File: config.mk
export PLATFORM = sky130hd
export DESIGN_NAME = spram_arbiter
export DESIGN_NICKNAME = d
export VERILOG_FILES = /design/src/rtl/spram_pkg.sv /design/src/rtl/rr_arbiter.sv /design/src/rtl/spram_arbiter.sv
export SDC_FILE = /design/constraint.sdc
export NUM_CORES = 1
export LEC_CHECK = 0
export CAP_MARGIN = 20
export CORE_MARGIN = 5
export CORE_UTILIZATION = 36
export CTS_CLUSTER_SIZE = 10
export DETAILED_ROUTE_END_ITERATION = 10
export MAX_ROUTING_LAYER = met4
export PLACE_DENSITY = 0.78
export SLEW_MARGIN = 20
export SYNTH_ARGS = -nofsm -noshare
export SYNTH_HDL_FRONTEND = slang
export SYNTH_SLANG_ARGS = --single-unit
File: constraint.sdc
create_clock -name clk -period 1.85 [get_ports clk]
set_clock_uncertainty 0.2 [all_clocks]
set_input_delay 0.2775 -clock clk [delete_from_list [all_inputs] [get_ports clk]]
set_output_delay 0.2775 -clock clk [all_outputs]
set_load 0.02 [all_outputs]
File: src/rtl/spram_pkg.sv
`default_nettype none
// +----------------------------------------------------------------------------+
// | Package   : spram_pkg                                                      |
// | Purpose   : Geometry of the 16Kx16 SPRAM macro and the arbiter state       |
// |             encoding. Shared by the arbiter, the spram wrapper and the CPU.|
// | Contents  : SPRAM_WIDTH, SPRAM_DEPTH, SPRAM_ADDRW, SPRAM_WEW, arb_state_t  |
// | Revision  : 1.0 - initial release                                          |
// +----------------------------------------------------------------------------+
package spram_pkg;

  localparam int SPRAM_WIDTH = 16;
  localparam int SPRAM_DEPTH = 16384;
  localparam int SPRAM_ADDRW = 14;
  localparam int SPRAM_WEW   = SPRAM_WIDTH / 4;  // one write-enable bit per nibble

  typedef enum logic [0:0] {
    ST_CLEAR = 1'b0,
    ST_RUN   = 1'b1
  } arb_state_t;

endpackage : spram_pkg
`default_nettype wire

File: src/rtl/rr_arbiter.sv
`default_nettype none
// +----------------------------------------------------------------------------+
// | Module    : rr_arbiter                                                     |
// | Purpose   : Purely combinational round-robin pick. Searches req_i starting |
// |             at ptr_i, ascending and wrapping modulo N; first set bit wins. |
// | Ports     : req_i   [N-1:0] request vector                                 |
// |             ptr_i   [1:0]   search start position (must be < N)            |
// |             gnt_o   [N-1:0] one-hot grant, all zero when no request        |
// |             idx_o   [1:0]   index of the winner (0 when no request)        |
// |             valid_o         a winner exists                                |
// | Revision  : 1.0 - initial release                                          |
// +----------------------------------------------------------------------------+
module rr_arbiter #(
  parameter int N = 2
) (
  input  logic [N-1:0] req_i,
  input  logic [1:0]   ptr_i,
  output logic [N-1:0] gnt_o,
  output logic [1:0]   idx_o,
  output logic         valid_o
);

  // Outer loop walks the priority order (ptr, ptr+1, ...); the inner loop
  // maps that rotated position back onto a constant bit index so every
  // select stays static after unrolling.
  always_comb begin
    gnt_o   = '0;
    idx_o   = '0;
    valid_o = 1'b0;
    for (int k = 0; k < N; k++) begin
      for (int j = 0; j < N; j++) begin
        if (!valid_o && req_i[j] && (j == ((int'(ptr_i) + k) % N))) begin
          valid_o  = 1'b1;
          gnt_o[j] = 1'b1;
          idx_o    = 2'(j);
        end
      end
    end
  end

endmodule : rr_arbiter
`default_nettype wire

File: src/rtl/spram_arbiter.sv
`default_nettype none
// +----------------------------------------------------------------------------+
// | Module    : spram_arbiter                                                  |
// | Purpose   : Shares one 16Kx16 SPRAM between NREQ requesters with           |
// |             round-robin arbitration, one access per cycle. Zero-fills the  |
// |             whole array after reset so the tape starts all-zero.           |
// | Ports     : clk, rst_n          clock, synchronous active-low reset        |
// |             req_i/req_we_i/req_addr_i/req_wdata_i  packed per requester    |
// |             gnt_o, rvalid_o     one-hot grant / read-data-valid            |
// |             rdata_o             shared read data (pass-through)            |
// |             init_done_o         fill complete, arbitration live            |
// |             mem_we_o/mem_addr_o/mem_wdata_o/mem_rdata_i  SPRAM side        |
// | Revision  : 1.0 - initial release                                          |
// +----------------------------------------------------------------------------+
module spram_arbiter
  import spram_pkg::*;
#(
  parameter int NREQ           = 2,
  parameter bit CLEAR_ON_RESET = 1'b1
) (
  input  logic                          clk,
  input  logic                          rst_n,
  input  logic [NREQ-1:0]               req_i,
  input  logic [NREQ*SPRAM_WEW-1:0]     req_we_i,
  input  logic [NREQ*SPRAM_ADDRW-1:0]   req_addr_i,
  input  logic [NREQ*SPRAM_WIDTH-1:0]   req_wdata_i,
  output logic [NREQ-1:0]               gnt_o,
  output logic [NREQ-1:0]               rvalid_o,
  output logic [SPRAM_WIDTH-1:0]        rdata_o,
  output logic                          init_done_o,
  output logic [SPRAM_WEW-1:0]          mem_we_o,
  output logic [SPRAM_ADDRW-1:0]        mem_addr_o,
  output logic [SPRAM_WIDTH-1:0]        mem_wdata_o,
  input  logic [SPRAM_WIDTH-1:0]        mem_rdata_i
);

  arb_state_t               state_q, state_d;
  logic [SPRAM_ADDRW-1:0]   clr_addr_q, clr_addr_d;
  logic [1:0]               rr_ptr_q, rr_ptr_d;
  logic [NREQ-1:0]          rvalid_q, rvalid_d;
  logic                     init_done_q;
  logic [SPRAM_ADDRW-1:0]   last_addr_q;

  logic [NREQ-1:0]          arb_gnt;
  logic [1:0]               arb_idx;
  logic                     arb_valid;

  logic [SPRAM_WEW-1:0]     win_we;
  logic [SPRAM_ADDRW-1:0]   win_addr;
  logic [SPRAM_WIDTH-1:0]   win_wdata;

  rr_arbiter #(
    .N (NREQ)
  ) u_rr_arbiter (
    .req_i   (req_i),
    .ptr_i   (rr_ptr_q),
    .gnt_o   (arb_gnt),
    .idx_o   (arb_idx),
    .valid_o (arb_valid)
  );

  // Winner payload select; arb_gnt is one-hot so at most one slot matches.
  always_comb begin
    win_we    = '0;
    win_addr  = '0;
    win_wdata = '0;
    for (int j = 0; j < NREQ; j++) begin
      if (arb_gnt[j]) begin
        win_we    = req_we_i[j*SPRAM_WEW +: SPRAM_WEW];
        win_addr  = req_addr_i[j*SPRAM_ADDRW +: SPRAM_ADDRW];
        win_wdata = req_wdata_i[j*SPRAM_WIDTH +: SPRAM_WIDTH];
      end
    end
  end

  // Next-state and SPRAM drive. With no request in RUN the address bus
  // parks on its previous value so the macro sees no needless toggling.
  always_comb begin
    state_d     = state_q;
    clr_addr_d  = clr_addr_q;
    rr_ptr_d    = rr_ptr_q;
    rvalid_d    = '0;
    gnt_o       = '0;
    mem_we_o    = '0;
    mem_addr_o  = last_addr_q;
    mem_wdata_o = '0;
    if (!rst_n) begin
      mem_addr_o = '0;
    end else begin
      case (state_q)
        ST_CLEAR: begin
          mem_we_o   = '1;
          mem_addr_o = clr_addr_q;
          clr_addr_d = clr_addr_q + 14'd1;
          if (clr_addr_q == SPRAM_ADDRW'(SPRAM_DEPTH - 1)) begin
            state_d = ST_RUN;
          end
        end
        ST_RUN: begin
          if (arb_valid) begin
            gnt_o       = arb_gnt;
            mem_we_o    = win_we;
            mem_addr_o  = win_addr;
            mem_wdata_o = win_wdata;
            rr_ptr_d    = (arb_idx == 2'(NREQ - 1)) ? 2'd0 : arb_idx + 2'd1;
            // An all-zero nibble mask is a read; its data returns next cycle.
            if (win_we == '0) begin
              rvalid_d = arb_gnt;
            end
          end
        end
        default: begin
          state_d = ST_CLEAR;
        end
      endcase
    end
  end

  always_ff @(posedge clk) begin
    if (!rst_n) begin
      state_q     <= CLEAR_ON_RESET ? ST_CLEAR : ST_RUN;
      clr_addr_q  <= '0;
      rr_ptr_q    <= '0;
      rvalid_q    <= '0;
      init_done_q <= 1'b0;
      last_addr_q <= '0;
    end else begin
      state_q     <= state_d;
      clr_addr_q  <= clr_addr_d;
      rr_ptr_q    <= rr_ptr_d;
      rvalid_q    <= rvalid_d;
      init_done_q <= (state_d == ST_RUN);
      last_addr_q <= mem_addr_o;
    end
  end

  // Gating with rst_n drops a read whose data would land during reset.
  assign rvalid_o    = rvalid_q & {NREQ{rst_n}};
  assign rdata_o     = mem_rdata_i;
  assign init_done_o = init_done_q;

endmodule : spram_arbiter
`default_nettype wire
==> impl_metrics.ini <==
[outcome]
status = finished with violations
violations = setup timing

[power]
p_total_w = 0.00171
leakagePower_nw = 1.72
ir_drop_uv = 315
p_per_area_mw_per_mm2 = 427

[floorplan]
die_h_um = 86.3
pin_count = 143
die-area_mm2 = 0.00746
die_x_um = 86.3
core_mm2 = 0.00557
rows = 27
start_util_pct = 37.6

[timing]
timing.setup.tns_ps = -5550
fin_crit_ps = 2120
finalSetupViolCount = 35
slew_violations = 0
relSlewSlack_pct = 68.9
finalHoldViolCount = 0
fin_crit_sh_pct = 114
rsz0062_at_grt = true
whs_ps = 262
fin_ws_ps = -266
fmax_ghz = 0.473
worst_pin_slew_ps = 462

[finish]
final_common_cell = buf_4
nNetsFinal = 495
syn2layout_area_growth_pct = 90.6
layout_common_cells = buf_4, clkdlybuf4s50_1, dfxtp_1
drive_gt1_share_pct = 42.5
diodes = 0
finalNonFillerCells = 479

[clock_network]
cts.sinks = 32
clk_latency_ps = 280
holdBufCountCts = 0
htree_levels = 2
clk_pin_slew_worst_paths_ps = 70
cts_buffer_depth = 2
root_buffer = clkbuf_8
cts_buffers = 5
cts_tree = built

[routing]
final_antenna_net_count = 0
vias_per_cell = 5.37
wirelength_um = 8840
firstDrtPassIters = 4
wire_per_inst_um = 18.5
num_vias = 2571
drc_errors = 0
drtIter0Drc = 120

[worst_setup_path]
crit_family = compound AO/OA/AOI/OAI gates
path_cells = nand2_4 -> and2_4 -> buf_12 -> a221oi_4 -> a21oi_2 -> buf_4
cpMaxStageDelayCell = dfxtp_2
cpPeakStageDelay_ps = 360
reg2reg_depth = 11
cp_data_arrival_time_ps = 1640
crit_cells = 6
cp-end-kind = output port
cp_max_fo = 5
crit_required_ps = 1370
critPathBufInv = 2
worstSetupPathType = flip-flop to output port
startpoint_type = flip-flop

[global_routing]
grt_pass1_wl_um = 12500
grt_pass1_vias = 2592
antenna_found_initial = 0
gr-total-overflow = 0
grtUsageTotal_pct = 21.6
grt_max_degree = 19

[synthesis]
synthArstFlopShare_pct = 0
synth_seq_area_share_pct = 30.5
synth_warnings = 0
synth-edff-count = 0
syn_avg_cell_area_um2 = 8.29
synthCells = 253
synth_area_mm2 = 0.00210
syn_nets = 342
ys_ff_latch = 32
ys_dominant_reg_cell = dfxtp_1
ys_types = 39

[hold_path]
hold-path-cell-count = 4
hp-class = input port to flip-flop

[placed_design]
place_congestion = 0.879
placedCellCount = 444
numPortBuffers = 110
detailed_place_hpwl_um = 5660
place_ws_ps = -845

[job]
maxCapViolCount = 0
final cells by class:
class | count | area (µm²)
inverter | 3 | 11.3
multi-input combinational | 188 | 1530
clock buffer | 7 | 86.3
fill | 358 | 1570
clock inverter | 1 | 7.51
timing repair buffer | 176 | 1630
tap | 72 | 90.1
sequential | 32 | 643
through the flow:
step                      cell area, µm²  util, %
after floorplan                     2100        -
after global routing                4000     71.8
after global placement              3440     61.7
after CTS                           3810     68.4
final                               4000     71.8
after detailed placement            3440     61.7
metal layers:
layer | track usage, % | vias to the layer above | wire length, µm
met5 | - | - | 0
met4 | 8.78 | 0 | 238
met3 | 4.94 | 25 | 588
met2 | 40.1 | 105 | 4570
met1 | 21.7 | 1235 | 3450
li1 | - | 1206 | -
cells in the mapped netlist, types with 2 or more instances:
cell type / number / share of area (%)
dfxtp_1: 32 / 31
nor2_1: 24 / 4.3
a21oi_1: 23 / 5.5
nand2_1: 21 / 3.8
a22oi_1: 19 / 6.8
o21ai_0: 19 / 4.5
buf_4: 16 / 5.7
and2_1: 15 / 4.5
a221oi_2: 11 / 7.9
buf_2: 7 / 1.7
xor2_1: 7 / 2.9
clkbuf_1: 6 / 1.1
a21boi_0: 5 / 1.8
nor2b_1: 5 / 1.5
nor3_1: 5 / 1.2
nand3_1: 4 / 0.95
xnor2_1: 4 / 1.7
buf_6: 3 / 1.6
inv_1: 3 / 0.54
o221ai_1: 3 / 1.3
nor4_2: 2 / 1.2
or3_1: 2 / 0.60
worst register-to-register path, cell delays in order, from the launching register on:
cell      delay (ps)
dfxtp_2          360
nand2_4           70
and2_4           200
buf_12           150
a221oi_4         280
buf_4            160
buf_6             80
buf_6             80
buf_6             80
buf_6             80
buf_6             80
a21oi_2           40
state kept, by name, indices dropped and copies added (netlist names):
| signal | count |
|---|---|
| clr_addr_q | 14 |
| init_done_o | 1 |
| rr_ptr_q | 1 |
| rvalid_q | 2 |
| last_addr_q | 14 |
report_power, final:
group          leakage, nW  internal [W]  switching [W]
clock network       0.0445      0.000302       0.000256
registers            0.260      0.000698     0.00000629
logic                 1.41      0.000262       0.000183
total                 1.72       0.00126       0.000446
final timing paths:
kind	startpoint	to	slack, ps
worst max-delay path	rr_ptr_q[0]	mem_addr_o[12]	-270
worst min-delay path	req_i[0]	rvalid_q[0]	260
worst max register to register	rr_ptr_q[0]	last_addr_q[7]	-130
worst min register to register	clr_addr_q[13]	last_addr_q[13]	340
cells by family after synthesis:
logic type / after synthesis / synth area share (%)
AO/OA/AOI/OAI: 83 / 28.9
XOR/XNOR: 11 / 4.59
adder cells (fa/ha/maj): 1 / 0.596
buffers and inverters: 35 / 10.6
flip-flops: 32 / 30.5
multiplexers: 1 / 0.477
AND/OR/NAND/NOR: 90 / 24.3
timing repair:
item / in CTS / in global routing
cloned: 3 / 1
setup endpoints to repair: 39 / 35
buffers inserted: 20 / 3
pin swaps: 16 / 9
gates resized for setup: 222 / 34
endpoints found under the hold margin: 0 / 0
Note: power is estimated with default switching activity, not from simulation.
